===== src/rtl/json_decode_arbiter.sv =====
`default_nettype none
// ============================================================================
//  Module   : json_decode_arbiter
//  Function : Round-robin sharing of one JSON decoder core between N_REQ
//             byte-stream requesters, with early-error drain, result timeout
//             and per-requester result return.
//  Revision : 1.0 - initial release
// ============================================================================
module json_decode_arbiter #(
    parameter int N_REQ   = 4,
    parameter int KIND_W  = 4,
    parameter int POS_W   = 16,
    parameter int TIMEOUT = 1024
) (
    input  logic                     clk,
    input  logic                     rst,
    input  logic [N_REQ-1:0]         req_valid,
    input  logic [8*N_REQ-1:0]       req_data,
    input  logic [N_REQ-1:0]         req_last,
    output logic [N_REQ-1:0]         req_ready,
    output logic [N_REQ-1:0]         rsp_valid,
    input  logic [N_REQ-1:0]         rsp_ready,
    output logic                     rsp_err,
    output logic [KIND_W-1:0]        rsp_kind,
    output logic [POS_W-1:0]         rsp_pos,
    output logic                     core_start,
    output logic                     core_valid,
    output logic [7:0]               core_data,
    output logic                     core_last,
    input  logic                     core_ready,
    input  logic                     core_res_valid,
    input  logic                     core_res_err,
    input  logic [KIND_W-1:0]        core_res_kind,
    input  logic [POS_W-1:0]         core_res_pos,
    output logic                     core_abort,
    output logic                     busy,
    output logic [$clog2(N_REQ)-1:0] grant_id
);

    localparam int                c_GW           = $clog2(N_REQ);
    localparam int                c_TO_W         = $clog2(TIMEOUT + 1);
    localparam logic [KIND_W-1:0] c_KIND_TIMEOUT = '1;

    typedef enum logic [2:0] {
        S_IDLE     = 3'd0,
        S_STREAM   = 3'd1,
        S_DRAIN    = 3'd2,
        S_WAIT_RES = 3'd3,
        S_RESP     = 3'd4
    } state_t;

    state_t              r_state, w_next_state;
    logic [c_GW-1:0]     r_rr_ptr, r_grant, w_pick;
    logic [c_GW:0]       w_sum;
    logic [N_REQ-1:0]    w_rot;
    logic                w_any_req;
    logic [POS_W-1:0]    r_byte_cnt;
    logic [c_TO_W-1:0]   r_to_cnt;
    logic                r_rsp_err;
    logic [KIND_W-1:0]   r_rsp_kind;
    logic [POS_W-1:0]    r_rsp_pos;
    logic                r_core_start, r_core_abort;
    logic                w_g_valid, w_g_last;
    logic [7:0]          w_g_data;
    logic [7:0]          w_bytes [N_REQ];
    logic                w_accept, w_last_accept, w_capture, w_to_fire;

    // Unpack the flat byte bus so the granted lane can be selected by index
    for (genvar gi = 0; gi < N_REQ; gi++) begin : g_unpack
        assign w_bytes[gi] = req_data[8*gi +: 8];
    end

    assign w_g_valid = req_valid[r_grant];
    assign w_g_last  = req_last[r_grant];
    assign w_g_data  = w_bytes[r_grant];

    // Round-robin pick: rotate requests so rr_ptr sits at bit 0, take the lowest set bit
    always_comb begin
        w_rot     = N_REQ'({req_valid, req_valid} >> r_rr_ptr);
        w_any_req = |req_valid;
        w_sum     = {1'b0, r_rr_ptr};
        for (int k = N_REQ - 1; k >= 0; k--) begin
            if (w_rot[k]) begin
                w_sum = {1'b0, r_rr_ptr} + (c_GW+1)'(k);
            end
        end
        if (w_sum >= (c_GW+1)'(N_REQ)) begin
            w_sum = w_sum - (c_GW+1)'(N_REQ);
        end
        w_pick = w_sum[c_GW-1:0];
    end

    // Next-state decode plus the combinational stream path to the core
    always_comb begin
        w_next_state  = r_state;
        req_ready     = '0;
        core_valid    = 1'b0;
        core_data     = 8'd0;
        core_last     = 1'b0;
        w_accept      = 1'b0;
        w_last_accept = 1'b0;
        w_capture     = 1'b0;
        w_to_fire     = 1'b0;
        case (r_state)
            S_IDLE: begin
                if (w_any_req) w_next_state = S_STREAM;
            end
            S_STREAM: begin
                req_ready[r_grant] = core_ready;
                core_valid         = w_g_valid;
                core_data          = w_g_data;
                core_last          = w_g_last;
                w_accept           = w_g_valid & core_ready;
                w_last_accept      = w_accept & w_g_last;
                if (core_res_valid) begin
                    // A result before the last byte means the rest of the document must be drained
                    w_capture    = 1'b1;
                    w_next_state = w_last_accept ? S_RESP : S_DRAIN;
                end else if (w_last_accept) begin
                    w_next_state = S_WAIT_RES;
                end
            end
            S_DRAIN: begin
                req_ready[r_grant] = 1'b1;
                if (w_g_valid && w_g_last) w_next_state = S_RESP;
            end
            S_WAIT_RES: begin
                // A result in the final timeout cycle takes priority over the timeout
                if (core_res_valid) begin
                    w_capture    = 1'b1;
                    w_next_state = S_RESP;
                end else if (r_to_cnt == c_TO_W'(TIMEOUT - 1)) begin
                    w_to_fire    = 1'b1;
                    w_next_state = S_RESP;
                end
            end
            S_RESP: begin
                if (rsp_ready[r_grant]) w_next_state = S_IDLE;
            end
            default: w_next_state = S_IDLE;
        endcase
    end

    // State register
    always_ff @(posedge clk or posedge rst) begin
        if (rst) r_state <= S_IDLE;
        else     r_state <= w_next_state;
    end

    // Grant, counters, captured result and registered control pulses
    always_ff @(posedge clk or posedge rst) begin
        if (rst) begin
            r_rr_ptr     <= '0;
            r_grant      <= '0;
            r_byte_cnt   <= '0;
            r_to_cnt     <= '0;
            r_rsp_err    <= 1'b0;
            r_rsp_kind   <= '0;
            r_rsp_pos    <= '0;
            r_core_start <= 1'b0;
            r_core_abort <= 1'b0;
        end else begin
            r_core_start <= (r_state == S_IDLE) && w_any_req;
            r_core_abort <= w_to_fire;
            if (r_state == S_IDLE && w_any_req) begin
                r_grant    <= w_pick;
                r_byte_cnt <= '0;
            end else if (w_accept && r_byte_cnt != '1) begin
                r_byte_cnt <= r_byte_cnt + 1'b1;
            end
            if (r_state == S_STREAM)        r_to_cnt <= '0;
            else if (r_state == S_WAIT_RES) r_to_cnt <= r_to_cnt + 1'b1;
            if (w_capture) begin
                r_rsp_err  <= core_res_err;
                r_rsp_kind <= core_res_err ? core_res_kind : '0;
                r_rsp_pos  <= core_res_pos;
            end else if (w_to_fire) begin
                r_rsp_err  <= 1'b1;
                r_rsp_kind <= c_KIND_TIMEOUT;
                r_rsp_pos  <= r_byte_cnt;
            end
            if (r_state == S_RESP && rsp_ready[r_grant]) begin
                r_rr_ptr <= (r_grant == c_GW'(N_REQ - 1)) ? '0 : r_grant + 1'b1;
            end
        end
    end

    assign rsp_valid  = (r_state == S_RESP) ? (N_REQ'(1) << r_grant) : '0;
    assign rsp_err    = r_rsp_err;
    assign rsp_kind   = r_rsp_kind;
    assign rsp_pos    = r_rsp_pos;
    assign core_start = r_core_start;
    assign core_abort = r_core_abort;
    assign busy       = (r_state != S_IDLE);
    assign grant_id   = r_grant;

endmodule
`default_nettype wire

===== config.mk =====
export PLATFORM = sky130hd
export DESIGN_NAME = json_decode_arbiter
export DESIGN_NICKNAME = d
export VERILOG_FILES = /design/src/rtl/json_decode_arbiter.sv
export SDC_FILE = /design/constraint.sdc
export NUM_CORES = 1
export LEC_CHECK = 0
export ABC_AREA = 1
export BUFFER_PORTS_ARGS = -buffer_cell sky130_fd_sc_hd__buf_2
export CAP_MARGIN = 20
export CORE_UTILIZATION = 38
export CTS_BUF_LIST = sky130_fd_sc_hd__clkbuf_8
export DETAILED_ROUTE_END_ITERATION = 8
export PLACE_DENSITY = 0.7
export SYNTH_ARGS = -nofsm -noshare
export SYNTH_HDL_FRONTEND = slang
export SYNTH_SLANG_ARGS = --single-unit

===== constraint.sdc =====
create_clock -name clk -period 2.15 [get_ports clk]
set_clock_uncertainty 0.2 [all_clocks]
set_input_delay 0.215 -clock clk [delete_from_list [all_inputs] [get_ports clk]]
set_output_delay 0.215 -clock clk [all_outputs]
set_load 0.02 [all_outputs]

==> flow_summary.ini, run 1 <==
[worst_setup_path]
cpMaxStageDelayCell = dfrtp_2
reg2reg_depth = 7
crit_type = register to output port
rr_endpoint = rsp_kind[0]
cp_num_cells = 5
cp_max_fo = 15
worstSetupStartpointType = register
reg2reg_from = r_state[0]
path_cells = clkinv_4 > buf_4 > o21ai_0 > a21oi_1 > buf_2
cpLargestDelayFamily = buffers and inverters
crit_path_end_kind = output port
arrival_ns = 1.65
startpoint = grant_id[0]
slowest_delay_ns = 0.43
path_buf_inv = 3
reg2reg_slack_ns = 0.16
worstSetupEndpoint = core_data[4]
worstPathRequired_ns = 1.74

[route]
first_iter_violations = 218
post_drt_via_cell_ratio = 5.04
drt-total-wl_mm = 10.8
via_count = 4242
drc = 0
first_pass_iters = 5
wire_per_inst_um = 12.8
antenna_left = 0

[global_routing]
grt_max_degree = 37
grt_pass1_wl_mm = 17.5
antenna_found_initial = 0
grt_pass1_vias = 3806
track_usage_pct = 20.8
grt.overflow.total = 0

[clocking]
numCtsBuffers = 9
cts_tree = built
cts_max_level = 3
clk_latency_ns = 0.34
clkSinkCount = 57
cts_root_buffer = clkbuf_8
cts_max_path_buffers = 2
clkTransAtPathRegs_ns = 0.07

[timing]
fin_hold_ws_ns = -0.00816
period_needed_ns = 2.06
finalCritPeriodShare_pct = 96.0
max-slew-margin-rel_pct = 66.0
rsz0062_at_grt = false
drv_slew = 0
finalHoldViolations = 1
finalSetupViolations = 0
fmax_mhz = 485
worst_pin_slew_ns = 0.510
setup_tns_ns = 0

[floorplan]
die_area_sq_um = 10700
fp.dieH_um = 103
floorplan.initialDensity_pct = 39.6
io_pins = 113
design.core.area_sq_um = 9860
num_rows = 36
die_w_um = 103

[power]
powerDensity_nw_per_um2 = 1110
irDropWorstVdd_v = 0.000544
cellLeakagePower_uw = 0.00268
p_total_uw = 5600

[hold_path]
hp-class = primary input to register

[status]
status = complete, but fails checks
violations = hold timing

[logic_synthesis]
synthXorXnorAreaFrac_pct = 3.14
netlist.area_leader.share_pct = 36.5
synth-warning-count = 0
avgSynthCellArea_sq_um = 6.80
synth_area_leader_cell = dfrtp_1
synth_top_family_by_area = simple AND/OR/NAND/NOR gates
synth_compound_area_share_pct = 9.00
synthMuxAreaShare_pct = 0
ys_top_cells_by_area = dfrtp_1, nand2_1, nand3_1, nor2_1, inv_1
netlist_area_sq_um = 3910
synth-simple-area-share_pct = 41.3
yosysSeqAreaShare_pct = 36.5
synthesis.nets = 650
ys_types = 33
synth_cells = 575
synthAdderAreaFrac_pct = 1.92
yosys_register_bits = 57

[placed_design]
gp_congestion = 0.911
post-dp-hpwl_mm = 7.82
io_buffers = 112

[layout]
final_nets = 778
layout_commonest_cell = nand2_1
area_growth_pct = 28.6
mostFrequentLayoutCells = nand2_1, buf_2, nor2_1, nand3_1, dfrtp_1
final_layout_size_suffix_gt1_share_pct = 24.3
antenna_cells = 0

[flow_run]
max-cap-violations = 0
==> worst min path at each step <==
stage	startpoint	endpoint	slack, ns	depth (start not counted)
final	core_res_pos[8]	rsp_pos[8]	-0.008	5
after global routing	core_res_pos[8]	rsp_pos[8]	0.006	5
after CTS	core_res_pos[8]	rsp_pos[8]	0.003	5
after detailed placement	rst	rsp_pos[1]	0.08	2
after global placement	rst	rsp_pos[3]	0.06	2
after floorplan	core_res_valid	core_abort	0.08	1
==> synth_stat cells <==
cell type	count
clkinv_2	1
o21bai_1	1
buf_2	10
xor2_1	12
a21oi_4	1
inv_2	9
a21boi_0	1
xnor2_1	2
a21oi_1	18
o21ai_0	28
nand2_4	1
clkbuf_1	9
inv_1	39
nand2_1	168
nor3_1	8
o22a_1	1
buf_6	3
nand2_2	5
nor2_4	3
buf_4	2
nor3_4	2
dfrtp_1	57
nor3_2	1
o22ai_1	3
nand3_1	72
nand4_1	7
nand3_2	4
o21ai_1	10
ha_1	6
nand3b_1	11
a31oi_1	2
nor2_1	76
nor2_2	2
==> power breakdown <==
group	internal, uW	total [uW]	switching, uW	leakage (uW)
Clock	711	1150	442	0.000115
Sequential	1340	1570	229	0.000761
Combinational	955	2880	1920	0.00180
Total	3010	5600	2590	0.00268
==> sequential cells by signal, summed over array words and instances (netlist names) <==
name	flops
r_byte_cnt	16
rsp_pos	16
r_to_cnt	11
rsp_kind	4
r_state	3
grant_id	2
r_rr_ptr	2
core_abort	1
core_start	1
rsp_err	1
==> metal layers <==
layer | share of wire (%) | global-route usage (%)
met4 | 2.1 | 7.26
met5 | 0 | 0
met1 | 46 | 28.1
met2 | 47 | 33.3
met3 | 5.0 | 4.10
==> cells by family (layout without fill, tap and decap cells) <==
logic type,count (synthesis),count (layout)
fa+ha+maj,6,6
simple gates,360,360
buf+inv,73,206
xor+xnor,14,14
compound gates,65,65
flops,57,57
==> worst register-to-register path: stages (launching register included) <==
cell,delay (ns)
dfrtp_2,0.42
inv_2,0.05
nor2_1,0.11
nand2_1,0.13
buf_4,0.25
a21oi_1,0.14
dlygate4sd3_1,0.56
nor2_1,0.04
==> what timing repair did <==
action,CTS,global route
buffers inserted,0,1
hold buffers,17,0
endpoints found under the hold margin,36,0
resized for setup,2,4
setup endpoints to repair,1,12
==> cell type report <==
class / instances / area [sq um]
clock inverter: 5 / 77.6
fill: 946 / 4840
clock buffer: 11 / 151
sequential: 57 / 1430
multi-input combinational: 445 / 2170
tap: 133 / 166
timing repair buffer: 141 / 841
inverter: 49 / 189
==> per-stage QoR <==
step	setup slack [ns]	instances	hold slack (ns)	area (sq um)	util, %
after global routing	0.000635	841	0.00565	5020	50.9
final	0.0864	841	-0.00816	5020	50.9
after detailed placement	0.194	807	0.0786	4600	46.6
after global placement	0.303	807	0.0617	4600	46.6
after CTS	0.0214	840	0.00284	5000	50.7
after floorplan	0.0900	575	0.0814	3910	-
(Power assumes the default switching activity.)
==> run 2, diff against run 1 <==
Settings changed: HOLD_SLACK_MARGIN from default to 0.12, PLACE_DENSITY 0.7 to default.
==> flow_summary.ini, run 2 (same netlist as run 1, synthesis figures left out) <==
[global_routing]
grt.overflow.total = 0
track_usage_pct = 21.4
grt_max_degree = 58
grt_pass1_vias = 3826
grt_pass1_wl_mm = 17.9
antenna_found_initial = 0

[clocking]
cts_max_path_buffers = 2
clkTransAtPathRegs_ns = 0.07
cts_max_level = 3
clk_latency_ns = 0.33
cts_root_buffer = clkbuf_8
cts_tree = built
numCtsBuffers = 9
clkSinkCount = 57

[floorplan]
num_rows = 36
die_w_um = 103
io_pins = 113
fp.dieH_um = 103
design.core.area_sq_um = 9860
die_area_sq_um = 10700
floorplan.initialDensity_pct = 39.6

[timing]
finalHoldViolations = 0
max-slew-margin-rel_pct = 66.7
fmax_mhz = 498
rsz0062_at_grt = false
period_needed_ns = 2.01
finalSetupViolations = 0
worst_pin_slew_ns = 0.498
setup_tns_ns = 0
drv_slew = 0
fin_hold_ws_ns = 0.158
finalCritPeriodShare_pct = 93.3

[layout]
layout_commonest_cell = nand2_1
finalNonFillerCells = 858
final_util_pct = 52.3
final_nets = 795
area_growth_pct = 32.0
final_layout_size_suffix_gt1_share_pct = 24.1
antenna_cells = 0
n_fill_cell = 962
mostFrequentLayoutCells = nand2_1, buf_2, nor2_1, nand3_1, dfrtp_1

[worst_setup_path]
arrival_ns = 1.59
crit_type = register to output port
crit_path_end_kind = output port
worstPathRequired_ns = 1.74
worstSetupStartpointType = register
cp_max_fo = 11

[hold_path]
hp-class = primary input to register

[power]
p_comb_share_pct = 54.1
switchingPower_uw = 2610
p_seq_share_pct = 28.1
intPower_uw = 2950
irDropWorstVdd_v = 0.000563
powerDensity_nw_per_um2 = 1080
p_sw_share_pct = 47.0
power.share.clock_pct = 17.8
cellLeakagePower_uw = 0.00276

[route]
antenna_left = 0
drt-total-wl_mm = 10.9
wire_per_inst_um = 12.7
first_pass_iters = 5
via_count = 4175
post_drt_via_cell_ratio = 4.87
drc = 0
first_iter_violations = 263

[flow_run]
max-cap-violations = 0

[placed_design]
post-dp-hpwl_mm = 7.74
gp_congestion = 0.843
io_buffers = 112
dp_cells = 809

[status]
status = completed
[run 2: through the flow]
stage / setup WS (ns) / total power, uW / cell area [sq um]
4_1_cts: 0.0268 / 5490 / 5100
6_report: 0.144 / 5570 / 5160
3_5_place_dp: 0.241 / 4400 / 4610
5_1_grt: 0.0298 / 6020 / 5160
2_1_floorplan: 0.0900 / 3590 / 3910
3_3_place_gp: 0.260 / 4360 / 4610
[run 2: power groups by stage]
stage / logic [uW] / registers [uW] / clock network (uW)
global placement: 2790 / 1570 / 0
floorplan: 1830 / 1760 / 0
detailed placement: 2830 / 1570 / 0
finish: 3010 / 1570 / 991
global route: 3360 / 1610 / 1050
CTS: 2920 / 1560 / 1010
[run 2: worst max-delay path, stage by stage (launching register included)]
cell and delay (ns):
dfrtp_2 0.45, inv_4 0.08, buf_4 0.14, buf_4 0.16, o21ai_0 0.09, a21oi_1 0.15
buf_2 0.18
[run 2: cell type report]
class | instances | area (sq um) | area share (%)
well taps | 133 | 166 | 3.23
repair buffers | 158 | 1000 | 19.4
inverters | 49 | 186 | 3.62
clock inverters | 6 | 51.3 | 0.995
clock buffers | 10 | 138 | 2.67
multi-input cells | 445 | 2180 | 42.4
flip-flops and latches | 57 | 1430 | 27.7
[run 2: worst paths after layout]
check | start | slack [ns] | depth (start not counted) | to
worst max-delay path | grant_id[0] | 0.14 | 6 | core_data[1]
worst min-delay path | core_ready | 0.16 | 5 | r_byte_cnt[1]
worst max register to register | r_state[0] | 0.19 | 6 | rsp_kind[1]
worst min register to register | rsp_kind[2] | 0.30 | 2 | rsp_kind[2]
max in group asynchronous | rst | 1.19 | 4 | grant_id[0]
min in group asynchronous | rst | 0.27 | 4 | r_to_cnt[8]
[run 2: what timing repair did]
action	4_1_cts	5_1_grt
hold endpoints to repair	83	0
gates resized for setup	2	10
setup endpoints to repair	7	13
hold buffers	29	0
setup buffers	0	4
[run 2: per-layer routing]
layer  up-vias  track usage (%)  part of all wire (%)
met5         -                0                     0
met4         0             8.13                   2.0
met3        20             4.23                   5.1
met2       104             33.1                    46
met1      1895             29.5                    47
li1       2156                -                     -
